`config.mk`:
```
export PLATFORM = sky130hd
export DESIGN_NAME = bus_cmd_master
export DESIGN_NICKNAME = d
export VERILOG_FILES = /design/src/rtl/bus_cmd_master.sv
export SDC_FILE = /design/constraint.sdc
export NUM_CORES = 1
export LEC_CHECK = 0
export ABC_AREA = 1
export CORE_ASPECT_RATIO = 1.5
export CORE_MARGIN = 2
export CORE_UTILIZATION = 45
export DETAILED_ROUTE_END_ITERATION = 7
export GPL_ROUTABILITY_DRIVEN = 0
export PLACE_DENSITY = 0.79
export SETUP_SLACK_MARGIN = 0.3
export SKIP_LAST_GASP = 1
export SLEW_MARGIN = 15
export SYNTH_ARGS = -nofsm -noshare
export SYNTH_HDL_FRONTEND = slang
export SYNTH_SLANG_ARGS = --single-unit
```
`constraint.sdc`:
```
create_clock -name i_clk -period 2.1 [get_ports i_clk]
set_clock_uncertainty 0.1 [all_clocks]
set_input_delay 0.525 -clock i_clk [delete_from_list [all_inputs] [get_ports i_clk]]
set_output_delay 0.525 -clock i_clk [all_outputs]
set_load 0.01 [all_outputs]
```
`src/rtl/bus_cmd_master.sv`:
```
// Single-outstanding bus master: takes one command at a time, issues a single-cycle strobe,
// waits for ack (or times out), then presents the result on a valid/ready response port.
module bus_cmd_master #(
  parameter int DATAW      = 8,
  parameter int TMO_CYCLES = 16
) (
  input  logic             i_clk,
  input  logic             i_rst,
  input  logic             i_cmd_valid,
  output logic             o_cmd_ready,
  input  logic             i_cmd_we,
  input  logic [7:0]       i_cmd_addr,
  input  logic [DATAW-1:0] i_cmd_data,
  output logic             o_rsp_valid,
  input  logic             i_rsp_ready,
  output logic [DATAW-1:0] o_rsp_data,
  output logic             o_rsp_err,
  output logic             o_stb,
  output logic             o_we,
  output logic [7:0]       o_addr,
  output logic [DATAW-1:0] o_data,
  input  logic             i_ack,
  input  logic [DATAW-1:0] i_data,
  output logic [7:0]       o_tmo_cnt
);

  localparam int TW = (TMO_CYCLES > 1) ? $clog2(TMO_CYCLES) : 1;
  localparam logic [TW-1:0] TIMER_LAST = TW'(TMO_CYCLES - 1);

  typedef enum logic [1:0] {
    S_IDLE,
    S_STROBE,
    S_WAIT,
    S_RESP
  } state_e;

  state_e           state_q;
  logic [TW-1:0]    timer_q;
  logic [TW-1:0]    timer_d;
  logic [7:0]       tmo_cnt_q;
  logic [7:0]       tmo_cnt_d;
  logic             cmd_ready_q;
  logic             rsp_valid_q;
  logic [DATAW-1:0] rsp_data_q;
  logic             rsp_err_q;
  logic             stb_q;
  logic             we_q;
  logic [7:0]       addr_q;
  logic [DATAW-1:0] data_q;

  assign timer_d   = timer_q + 1'b1;
  assign tmo_cnt_d = (tmo_cnt_q == 8'hFF) ? tmo_cnt_q : tmo_cnt_q + 8'd1;

  // All outputs are registered; cmd_ready is a state flag so it never follows cmd_valid.
  always_ff @(posedge i_clk or posedge i_rst) begin
    if (i_rst) begin
      state_q     <= S_IDLE;
      timer_q     <= '0;
      tmo_cnt_q   <= '0;
      cmd_ready_q <= 1'b0;
      rsp_valid_q <= 1'b0;
      rsp_data_q  <= '0;
      rsp_err_q   <= 1'b0;
      stb_q       <= 1'b0;
      we_q        <= 1'b0;
      addr_q      <= '0;
      data_q      <= '0;
    end else begin
      case (state_q)
        S_IDLE: begin
          cmd_ready_q <= 1'b1;
          if (i_cmd_valid && cmd_ready_q) begin
            we_q        <= i_cmd_we;
            addr_q      <= i_cmd_addr;
            data_q      <= i_cmd_data;
            cmd_ready_q <= 1'b0;
            stb_q       <= 1'b1;
            state_q     <= S_STROBE;
          end
        end

        S_STROBE: begin
          stb_q   <= 1'b0;
          timer_q <= '0;
          state_q <= S_WAIT;
        end

        // An ack on the expiry cycle takes priority over the timeout.
        S_WAIT: begin
          if (i_ack) begin
            rsp_data_q  <= we_q ? '0 : i_data;
            rsp_err_q   <= 1'b0;
            rsp_valid_q <= 1'b1;
            state_q     <= S_RESP;
          end else if (timer_q == TIMER_LAST) begin
            rsp_data_q  <= '0;
            rsp_err_q   <= 1'b1;
            rsp_valid_q <= 1'b1;
            tmo_cnt_q   <= tmo_cnt_d;
            state_q     <= S_RESP;
          end else begin
            timer_q <= timer_d;
          end
        end

        S_RESP: begin
          if (i_rsp_ready) begin
            rsp_valid_q <= 1'b0;
            cmd_ready_q <= 1'b1;
            state_q     <= S_IDLE;
          end
        end

        default: begin
          stb_q       <= 1'b0;
          rsp_valid_q <= 1'b0;
          cmd_ready_q <= 1'b0;
          state_q     <= S_IDLE;
        end
      endcase
    end
  end

  assign o_cmd_ready = cmd_ready_q;
  assign o_rsp_valid = rsp_valid_q;
  assign o_rsp_data  = rsp_data_q;
  assign o_rsp_err   = rsp_err_q;
  assign o_stb       = stb_q;
  assign o_we        = we_q;
  assign o_addr      = addr_q;
  assign o_data      = data_q;
  assign o_tmo_cnt   = tmo_cnt_q;

endmodule
```
==> out/summary.md, run 1 <==
The run finished with clean final reports. For this run, design rule violations remaining after detail routing come to 0. Once placement completed, the tool counted placed cells totaling 312.

The first detailed-routing pass ran for 4 iterations. The number of port buffers was 66. The tools report the global-route wire length before repair as 7.05 mm. The final max-slew violation count was 0. The worst-case IR drop observed on VDD is 1000 uV. STA puts the critical path data arrival time at 1040 ps.

The tools report the type of element capturing the critical path as an output pin. The final antenna-violating net count is 0. For the headroom to the max-slew limit, the log shows 0.826. The worst setup path is launched from a flip-flop. The tools report the end point of the worst hold path as o_rsp_data[5]$_DFFE_PP0P_. In this run the standard cell core region covers 4250 um^2. The detailed-route vias per instance came out at 4.90. From synthesis to final layout, the design area changed by 44.3%. The detailed placement HPWL was 3.06 mm. Walking the worst path, the cells encountered are dlygate4sd2_1. The number of buffers created by CTS is 5, and the post-synthesis average cell area is 9.98 um^2. In the final timing run, aggregate negative setup slack is 0 ps.

TritonCTS built the clock tree. The insertion delay of the later-clocked pin in the worst-skew pair is 290 ps, and the H-tree depth is 2. Derived from the worst setup path, the maximum achievable clock frequency is 602 MHz. For this run, the number of Yosys warnings is 0.

Counting every sink on the clock net gives 43. The tools report the final cell count without fillers as 329. Global routing finished with a remaining overflow of 0. The tools report the final-report hold violation count as 0. The clock tree root buffer cell is sky130_fd_sc_hd__clkbuf_8. In the final routed layout, each cell accounts on average for 12.6 um. The largest single stage delay on the critical path is 450 ps.

The total buffers and inverters traversed by the critical path is 1. The floorplan has 29 rows. The startpoint identified for the worst hold timing path is o_rsp_data[5]$_DFFE_PP0P_. Library cell contributing the largest single delay on the critical path: sky130_fd_sc_hd__dfrtp_2. The classification of the worst-slack hold path was reg -> reg. The most used routing layer in global routing was met2. The cell count after synthesis came out at 200.

The via count of the routed design is 1,611. The startpoint identified for the worst register-to-register timing path is state_q[0]$_DFFE_PP0P_. Unique cell type count in the Yosys netlist: 21.

The combined global-route utilization of all metal layers is 0.182, and the boundary pin count is 67. The worst reg2reg path endpoint was o_we$_DFFE_PP0P_. The clock transition at the registers of the reported paths is 80 ps, and the highest fanout seen on the critical path is 5.

The number of nets at the end of the flow was 318. The global-route met2 utilization is 0.317. The slack of the worst reg-to-reg path is 480 ps, and the number of cell instances on the worst register-to-register path is 5.

The number of antenna violations at the first check in global routing is 0, and the area of placed instances is 2720 um^2. The worst hold path was traced through 2 stages. The detailed router's first-iteration violation count is 36, and the total power density per cell area is 1160 nW/um^2. For the routed wire length, the log shows 4.15 mm. The synthesized design contains 43 register bits. Synthesis produced a netlist with a net count of 236. The die area was 4990 um^2. Across the run, the number of max-cap violations was 0. Fraction of final layout cells with drive strength greater than 1: 0.166. Data required time at the worst endpoint: 1470 ps. Final cell area excluding filler cells: 2880 um^2. The logs give 0.539 for the sequential area share after synthesis and 44 for the pin count of the biggest net entering global routing. The tools report the met1 layer usage reported by global route as 0.210. The slew of the pin with the lowest slew margin is 260 ps. In this run, post-CTS hold repair placed 0 buffers. The smallest clock period supported by the final layout is computed as 1660 ps.

The critical path is of the reg -> out type. Setup repair after global routing left no endpoint under its margin. The logs give 2 for the deepest clock path buffer count and 0.678 for the final cell utilization of the core. The met3 usage came out at 0.0543.

The antenna diode count is 0, and the height of the die is 85.6 um. Hold timing on the final database bottoms out at a slack of 378 ps. The floorplan step set the die width to 58.4 um. Effective utilization at floorplan: 0.470. The part of the cycle the worst path needs came out at 0.791. The cell family contributing the most delay on the critical path is flip-flops. The mapped netlist covers 2000 um^2.

The run gives 0 as the number of setup violations in the final report. The logs give 1,645 for the via count of the first global-routing pass and 1.46 nW for the standby leakage power.
## metrics by stage
| step | total power, mW | worst slack (ps) |
|---|---|---|
| 2_1_floorplan | 2.12 | 472 |
| 3_3_place_gp | 2.83 | 170 |
| 3_5_place_dp | 2.87 | 153 |
| 4_1_cts | 3.35 | 275 |
| 5_1_grt | 3.58 | 337 |
| 6_report | 3.34 | 439 |
## sequential cells by signal (all words and copies together) (netlist names)
signal,count
o_rsp_data,8
o_addr,8
timer_q,4
o_data,8
o_stb,1
o_rsp_valid,1
o_rsp_err,1
o_tmo_cnt,8
o_we,1
o_cmd_ready,1
state_q,2
## layout make-up
class | count | area (um^2)
Multi-Input combinational cell | 137 | 832
Timing Repair Buffer | 77 | 726
Clock inverter | 2 | 35.0
Inverter | 18 | 67.6
Sequential cell | 43 | 1080
Clock buffer | 6 | 82.6
Fill cell | 355 | 1370
Tap cell | 46 | 57.6
## cells in the mapped netlist
master	count	area (um^2)
sky130_fd_sc_hd__nand2_1	59	221
sky130_fd_sc_hd__dfrtp_1	43	1080
sky130_fd_sc_hd__inv_1	18	67.6
sky130_fd_sc_hd__o21ai_0	15	75.1
sky130_fd_sc_hd__nand3_1	12	60.1
sky130_fd_sc_hd__nor2_1	11	41.3
sky130_fd_sc_hd__mux2_4	9	135
sky130_fd_sc_hd__mux2_2	8	90.1
sky130_fd_sc_hd__ha_1	6	75.1
sky130_fd_sc_hd__a21oi_1	3	15.0
sky130_fd_sc_hd__xnor2_1	3	26.3
sky130_fd_sc_hd__buf_6	2	22.5
sky130_fd_sc_hd__nand2_2	2	12.5
sky130_fd_sc_hd__nor3_1	2	10.0
sky130_fd_sc_hd__a22oi_1	1	7.51
sky130_fd_sc_hd__nand3_2	1	10.0
sky130_fd_sc_hd__nand3_4	1	17.5
sky130_fd_sc_hd__nand4_1	1	6.26
sky130_fd_sc_hd__nor2_4	1	11.3
sky130_fd_sc_hd__or2_2	1	6.26
sky130_fd_sc_hd__xor2_1	1	8.76
## how the worst max path moves through the flow
stage / from / cells past startpoint / slack, ps / end
CTS: o_tmo_cnt[7]$_DFFE_PP0P_ / 1 / 280 / o_tmo_cnt[7]
detailed placement: i_cmd_valid / 3 / 150 / o_addr[1]$_DFFE_PP0P_
global placement: i_cmd_valid / 3 / 170 / o_data[2]$_DFFE_PP0P_
global route: state_q[0]$_DFFE_PP0P_ / 7 / 340 / timer_q[2]$_DFFE_PP0P_
finish: o_tmo_cnt[3]$_DFFE_PP0P_ / 1 / 440 / o_tmo_cnt[3]
floorplan: i_rst / 1 / 470 / o_addr[0]$_DFFE_PP0P_
## metal layers
metal	up-vias	share of wire
met5	-	0
met4	0	0.012
met3	4	0.054
met2	39	0.53
met1	758	0.40
li1	810	-
## cell families (layout without fill, tap and decap cells)
group	Yosys count	count (layout)	synth area share
AOI/OAI and AO/OA	19	19	0.0489
xor gates and xnor gates	4	4	0.0176
and+or+nand+nor	91	91	0.199
buffers and inverters	20	103	0.0451
adders and majority gates	6	6	0.0376
DFF	43	43	0.539
muxes	17	17	0.113
## power breakdown
group          switching (mW)  internal [mW]  leakage [nW]  total [mW]
clock                   0.276          0.385        0.0612       0.661
combinational           0.636          0.726         0.857        1.36
sequential              0.179           1.14         0.537        1.32
## layout by cell type (no fill, tap or decap), drive strengths merged
cell	count
bufinv	1
buf	11
o21ai	15
nand4	1
clkbuf	6
xnor2	3
xor2	1
a21oi	3
dlymetal6s2s	1
dfrtp	43
mux2	17
inv	17
ha	6
dlygate4sd2	36
nor3	2
nand2	61
or2	1
a22oi	1
clkdlybuf4s50	29
nand3	14
nor2	12
clkinv	2
## what timing repair did
item	CTS	global route
setup buffers	8	1
pin swaps	0	1
setup endpoints to repair	37	23
gates resized for setup	39	3
(Power assumes the default switching activity.)
==> run 2, diff against run 1 <==
- clock period: 2.1 -> 1.7 ns (I/O delays scaled with it)
==> run 2 against run 1 <==
Effect of this change: non-clock buffer count up 19; worst hold slack worse by 42 ps; global-route usage grew 3.6 points; power increased by 29%.
==> out/summary.md, run 2 (synthesis results as in run 1) <==
The footprint of the multi-input gates is 986 um^2, and the number of remaining DRC errors is 0. Before antenna repair, the detailed router went through 6 iterations. The data required time at the worst endpoint is 1780 ps, and the detailed-route vias per instance is 5.02. The fraction of final layout cells with drive strength greater than 1 was 0.434.

The portion of total power attributed to combinational logic was 0.453; the total global routing overflow was 0. The flow ran to the end, and the final reports show no timing, DRC or antenna violations. The filler cells instantiated in the layout total 326. TritonCTS built the clock tree.

The via count of the first global-routing pass is 1,852, and the slew of the pin with the lowest slew margin is 313 ps. Summing all flip-flop and latch instances after layout gives 1080 um^2. At the worst endpoint, the arrival time is 1560 ps. The clock network fraction of design power was 0.166; the switching part of the total was 0.349.

For the global-route wire length before repair, the log shows 8.27 mm. Dividing the detail-routed wire length by the instance count gives 14.2 um. The run gives 0 as the number of antenna violations at the first check in global routing. Setup repair after global routing could not meet its margin everywhere. The floorplan step set the die width to 58.4 um.

For this block, wires on met1 add up to 1.88 mm. IR analysis of the VDD net gives a maximum drop of 1110 uV. The total chip power was 4.31 mW; the highest fanout seen on the critical path was 15. The final worst hold slack was 336 ps; the amount of wire on met3 after detailed routing was 191 um. The tools report the headroom to the max-slew limit as 0.791.

In this run the worst hold path is classified as in -> async. In this run the count of I/O pins placed on the die edge is 67. The tools report the final-report hold violation count as 0. In the final design database the tool counted 337 nets. STA classifies the critical path endpoint as a flip-flop. The part of the cycle the worst path needs was 0.869; the area added between synthesis and finish was 53.2%. In this run the critical register-to-register path is captured at o_addr[5]$_DFFE_PP0P_. The tools report the routed wire length as 4.96 mm. The top cell types in the final layout, fill and taps aside, are 48 x sky130_fd_sc_hd__nand2_1, 41 x sky130_fd_sc_hd__dfrtp_1, 36 x sky130_fd_sc_hd__buf_2, 28 x sky130_fd_sc_hd__clkdlybuf4s50_1, 23 x sky130_fd_sc_hd__buf_4. The run gives 0.380 as the sequential cell fraction of total power. The total power density per cell area is 1410 nW/um^2.

Clock-pin slew was measured on the worst setup and hold paths at 80 ps. The uppermost signal routing layer after detailed routing is met4. Final antenna-violating net count: 0. The minimum period implied by the final worst setup slack was 1480 ps; the height of the die was 85.6 um. In this run the number of H-tree levels came out at 2. Across all layers, the routed design uses 1,746 vias. The combined global-route utilization of all metal layers was 0.217. The worst setup path is of the reg -> reg kind.

The element type at the critical path start is a flip-flop. At the later pin of the worst-skew pair, clock insertion delay measures 300 ps. The count of buffers added on input and output ports is 66.

The worst register-to-register path has a depth of 5. The fmax is 677 MHz. CTS placed an instance of sky130_fd_sc_hd__clkbuf_8 at the clock tree root. Most common cell after layout, fill and taps aside: sky130_fd_sc_hd__nand2_1. The internal portion of the total power is 2.81 mW.

The launch instance of the worst register-to-register path is state_q[0]$_DFFE_PP0P_. Deepest clock path buffer count: 2. The tool flagged a number of max-cap violations equal to 0.

The tools report the number of setup violations in the final report as 0. The antenna diode count was 0. The tools report the number of buffers created by CTS as 5. The effective utilization at floorplan came out at 0.470.

The die covers 4990 um^2. The final max-slew violation count was 0. The core region area was 4250 um^2. Summed over all cells, the static leakage comes to 1.49 nW. The detailed router's first-iteration violation count was 43. The slack of the worst reg-to-reg path was 220 ps. The tools report the site row count as 29. Entering global routing, the biggest net connects 20 pins. Clock tree synthesis found a total of 43 sinks. Detailed placement ended at an HPWL of 3.32 mm. In the detailed route, the total length drawn on met2 is 2.75 mm. Summed over all nets, the switching power comes to 1.50 mW.
[run 2: cell count changes in the layout (fill, tap and decap cells not counted), moves of 5 or more]
cell,change
sky130_fd_sc_hd__inv_1,-5
sky130_fd_sc_hd__nand3_1,-5
sky130_fd_sc_hd__buf_2,+36
sky130_fd_sc_hd__dlygate4sd2_1,-36
sky130_fd_sc_hd__o21ai_1,+6
sky130_fd_sc_hd__nand2_1,-11
sky130_fd_sc_hd__buf_4,+14
sky130_fd_sc_hd__o21ai_0,-7
sky130_fd_sc_hd__nand2_2,+7
[run 2: metrics by stage]
stage          setup TNS [ps]  setup slack [ps]  area (um^2)   util  cells
5_1_grt                     0               151         3060  0.720    348
2_1_floorplan               0               253         2020      -    200
6_report                    0               222         3060  0.720    348
3_5_place_dp            -1360             -63.1         2830  0.667    321
4_1_cts                     0               240         2990  0.705    345
3_3_place_gp             -702             -39.5         2830  0.667    321
[run 2: layout make-up]
cell class              instances  share of cell area
repair buffers                 96               0.247
inverters                      18              0.0250
multi-input cells             137               0.322
clock inverters                 1             0.00245
flip-flops and latches         43               0.353
clock buffers                   7              0.0315
well taps                      46              0.0188
[run 2: routing by layer]
layer	global-route usage	vias to the layer above
met1	0.247	842
met3	0.0468	11
met4	0.0888	0
met2	0.385	45
met5	0	-
li1	-	848
[run 2: power groups by stage]
stage          registers [mW]  clock network (mW)  logic [mW]
2_1_floorplan            1.80                   0       0.870
3_3_place_gp             1.66                   0        1.94
3_5_place_dp             1.67                   0        1.99
4_1_cts                  1.64               0.737        1.88
5_1_grt                  1.69               0.770        2.15
6_report                 1.64               0.718        1.96
[run 2: worst max-delay path by stage]
stage,start,to,cells after the start
after floorplan,state_q[0]$_DFFE_PP0P_,o_addr[0]$_DFFE_PP0P_,5
after global placement,i_cmd_valid,o_data[2]$_DFFE_PP0P_,4
after detailed placement,i_ack,o_tmo_cnt[7]$_DFFE_PP0P_,8
after CTS,o_tmo_cnt[2]$_DFFE_PP0P_,o_tmo_cnt[2],1
after global routing,state_q[0]$_DFFE_PP0P_,o_rsp_valid$_DFFE_PP0P_,8
final,state_q[0]$_DFFE_PP0P_,o_addr[5]$_DFFE_PP0P_,5
[run 2: timing repair]
action / CTS / global route
hold endpoints to repair: 0 / 0
gates resized for setup: 175 / 23
pin swaps: 9 / 6
hold buffers: 0 / 0
endpoints found under the setup margin: 78 / 44
setup buffers: 16 / 3
[run 2: worst max-delay path, stage by stage (launching register included)]
cell	delay [ps]
sky130_fd_sc_hd__dfrtp_1	420
sky130_fd_sc_hd__inv_2	90
sky130_fd_sc_hd__ha_4	180
sky130_fd_sc_hd__nand3_4	70
sky130_fd_sc_hd__buf_12	160
sky130_fd_sc_hd__mux2_2	340
==> run 3, diff against run 2 <==
- CORE_MARGIN: 2 -> 1
==> run 3 against run 2 <==
Effect of this change: first-iteration DRC count fell by 14%; global-route usage fell by 0.41 points; register-to-register slack got worse by 20 ps; critical path depth did not move; core utilization fell by 0.32 points; power rose by 2.0%; count of clock-buffer cells in the layout fell by 1; worst hold slack improved by 49 ps; final cell count rose by 0.86%; critical path type unchanged.
==> out/summary.md, run 3 (synthesis results as in run 1) <==
After global routing the overflow that remains totals 0. The run finished with clean final reports. Walking the worst path, the cells encountered are inv_2 -> ha_4 -> nand3_4 -> clkbuf_16 -> mux2_4.

Relative to the synthesized area, the layout overhead comes to 52.5%. Timing would allow up to 668 MHz. Fraction of final layout cells with drive strength greater than 1: 0.430. The final max-slew violation count was 0; the detailed-route vias per instance was 5.05. Global-route wire length before repair: 7.67 mm. The height of the die works out to 83.6 um. The effective utilization at floorplan was 0.470; the fill cell instance count of the final layout was 329. The via count of the first global-routing pass came out at 1,746.

The routed design has 4.89 mm of wire. The tree is rooted in a sky130_fd_sc_hd__clkbuf_8. The number of clock sinks is 43, and the detailed router's first-iteration violation count is 37. The slew of the pin with the lowest slew margin is 231 ps, and the via count of the routed design is 1,773.

The finished layout holds 351 standard cells, fillers aside. Data on the critical path is required at its endpoint by 1790 ps. Setup violations remaining at the end of the flow were counted as 0.

The slowest stage of the critical path is the sky130_fd_sc_hd__dfrtp_2 cell. Setup repair after global routing could not meet its margin everywhere. The run gives 0 as the number of antenna violations at the first check in global routing. Maximum single-stage delay on the critical path: 450 ps. STA classifies the critical path endpoint as a flip-flop. Detailed placement HPWL: 3.07 mm. The part of the cycle the worst path needs is 0.880, and the count of placed standard cells including taps is 319.

Across the VDD grid, the largest voltage drop is 1290 uV. At the later pin of the worst-skew pair, clock insertion delay measures 310 ps. The standby leakage power is 1.49 nW. The min-delay analysis places its worst path in the category reg -> reg. The minimum period implied by the final worst setup slack is 1500 ps. The first detailed-routing pass ran for 4 iterations. Type of the worst setup path: reg -> reg.

For the final cell area excluding filler cells, the log shows 3040 um^2. The longest clock path from root to sink contains 2 buffers. The tools report the number of buffers created by CTS as 5. Across the run, the number of max-cap violations was 0. The run gives 0.846 as the headroom to the max-slew limit. The final-report hold violation count is 0, and the number of port buffers is 66. The pin count of the biggest net entering global routing is 44, and the combined global-route utilization of all metal layers is 0.213. The worst setup path is launched from a flip-flop. Total power density per cell area: 1440 nW/um^2. TritonCTS built the clock tree. The boundary pin count was 67.

In this run the remaining antenna-violating nets after routing total 0. The tools report the core region area as 4250 um^2. Of all nets on the critical path, the largest fanout is 8. The average wire length per cell after detail routing works out to 13.9 um. The library cell used most frequently in the layout, excluding fill and tap cells, is sky130_fd_sc_hd__nand2_1. After the last flow step, the layout net total stands at 340. The repair_antennas step left the layout with diodes totalling 0. Final hold analysis gives a worst-case slack of 385 ps.

Clock-pin slew was measured on the worst setup and hold paths at 80 ps. Once placement finished, the instance area stood at 2810 um^2. The arrival time of data at the critical path endpoint was 1590 ps.

The die is 56.4 um wide. The floorplan has 29 rows. After detailed routing, the number of remaining DRC violations is 0.

The die area was 4710 um^2; the post-cts hold buffer count was 0. The H-tree was split into 2 levels. In the layout the commonest cells are 51 x sky130_fd_sc_hd__nand2_1, 40 x sky130_fd_sc_hd__dfrtp_1, 35 x sky130_fd_sc_hd__buf_2, 29 x sky130_fd_sc_hd__clkdlybuf4s50_1, 27 x sky130_fd_sc_hd__buf_4.
==> run 3: changes by cell type in the layout (fill, tap and decap cells not counted), moves of 2 or more <==
cell	before	now
sky130_fd_sc_hd__buf_4	23	27
sky130_fd_sc_hd__buf_6	4	2
sky130_fd_sc_hd__clkbuf_8	7	5
sky130_fd_sc_hd__ha_1	1	3
sky130_fd_sc_hd__ha_2	2	0
sky130_fd_sc_hd__inv_2	5	3
sky130_fd_sc_hd__inv_4	0	2
sky130_fd_sc_hd__nand2_1	48	51
sky130_fd_sc_hd__nand2_2	9	7
sky130_fd_sc_hd__nand3_4	4	2
sky130_fd_sc_hd__o21ai_0	8	11
sky130_fd_sc_hd__o21ai_1	6	0
sky130_fd_sc_hd__o21ai_2	1	4
==> run 3: report_power, final <==
group | internal, mW | switching (mW) | total (mW)
Combinational | 1.12 | 0.992 | 2.11
Clock | 0.287 | 0.363 | 0.651
Sequential | 1.41 | 0.222 | 1.64
==> run 3: layer usage <==
layer  up-vias  wire length [um]  GRT usage
met5         -                 0          0
met4         0               145      0.109
met3        12               215     0.0605
met2        48              2650      0.368
met1       858              1880      0.234
li1        855                 -          -
==> run 3: final cells by class <==
cell class	count	area, um^2	share of cell area
inverter	18	76.3	0.0251
multi-input combinational	139	985	0.323
clock inverter	2	12.5	0.00411
sequential	43	1080	0.355
timing repair buffer	97	761	0.250
clock buffer	6	72.6	0.0238
tap	46	57.6	0.0189
==> run 3: what timing repair did <==
| item | CTS | global route |
|---|---|---|
| endpoints found under the setup margin | 77 | 52 |
| pin swaps | 6 | 10 |
| hold endpoints to repair | 0 | 0 |
| resized for setup | 157 | 31 |
| setup buffers | 18 | 3 |
| gates cloned | 0 | 3 |
==> run 3: critical path, delay by kind of cell (launching register included) <==
kind	cells	cell delay [ps]
muxes	1	290
adders and majority gates	1	160
buffers and inverters	2	280
DFF	1	450
and+or+nand+nor	1	100
==> run 3: path summary, 6_finish.rpt <==
| check | start | end | slack (ps) | depth (start not counted) |
|---|---|---|---|---|
| min in group asynchronous | i_rst | o_tmo_cnt[7]$_DFFE_PP0P_ | 410 | 3 |
| worst max-delay path | state_q[1]$_DFFE_PP0P_ | o_data[3]$_DFFE_PP0P_ | 200 | 5 |
| max in group asynchronous | i_rst | o_tmo_cnt[0]$_DFFE_PP0P_ | 870 | 3 |
| worst min-delay path | o_rsp_err$_DFFE_PP0P_ | o_rsp_err$_DFFE_PP0P_ | 390 | 2 |
| worst min register to register | o_rsp_err$_DFFE_PP0P_ | o_rsp_err$_DFFE_PP0P_ | 390 | 2 |
| worst max register to register | state_q[1]$_DFFE_PP0P_ | o_data[3]$_DFFE_PP0P_ | 200 | 5 |
==> run 3: stage by stage <==
stage	setup TNS [ps]	total power, mW	utilization	worst slack (ps)
6_report	0	4.40	0.717	203
2_1_floorplan	0	2.67	-	253
3_3_place_gp	-610	3.59	0.661	-34.7
5_1_grt	0	4.69	0.717	151
3_5_place_dp	-800	3.65	0.661	-42.1
4_1_cts	0	4.20	0.680	234
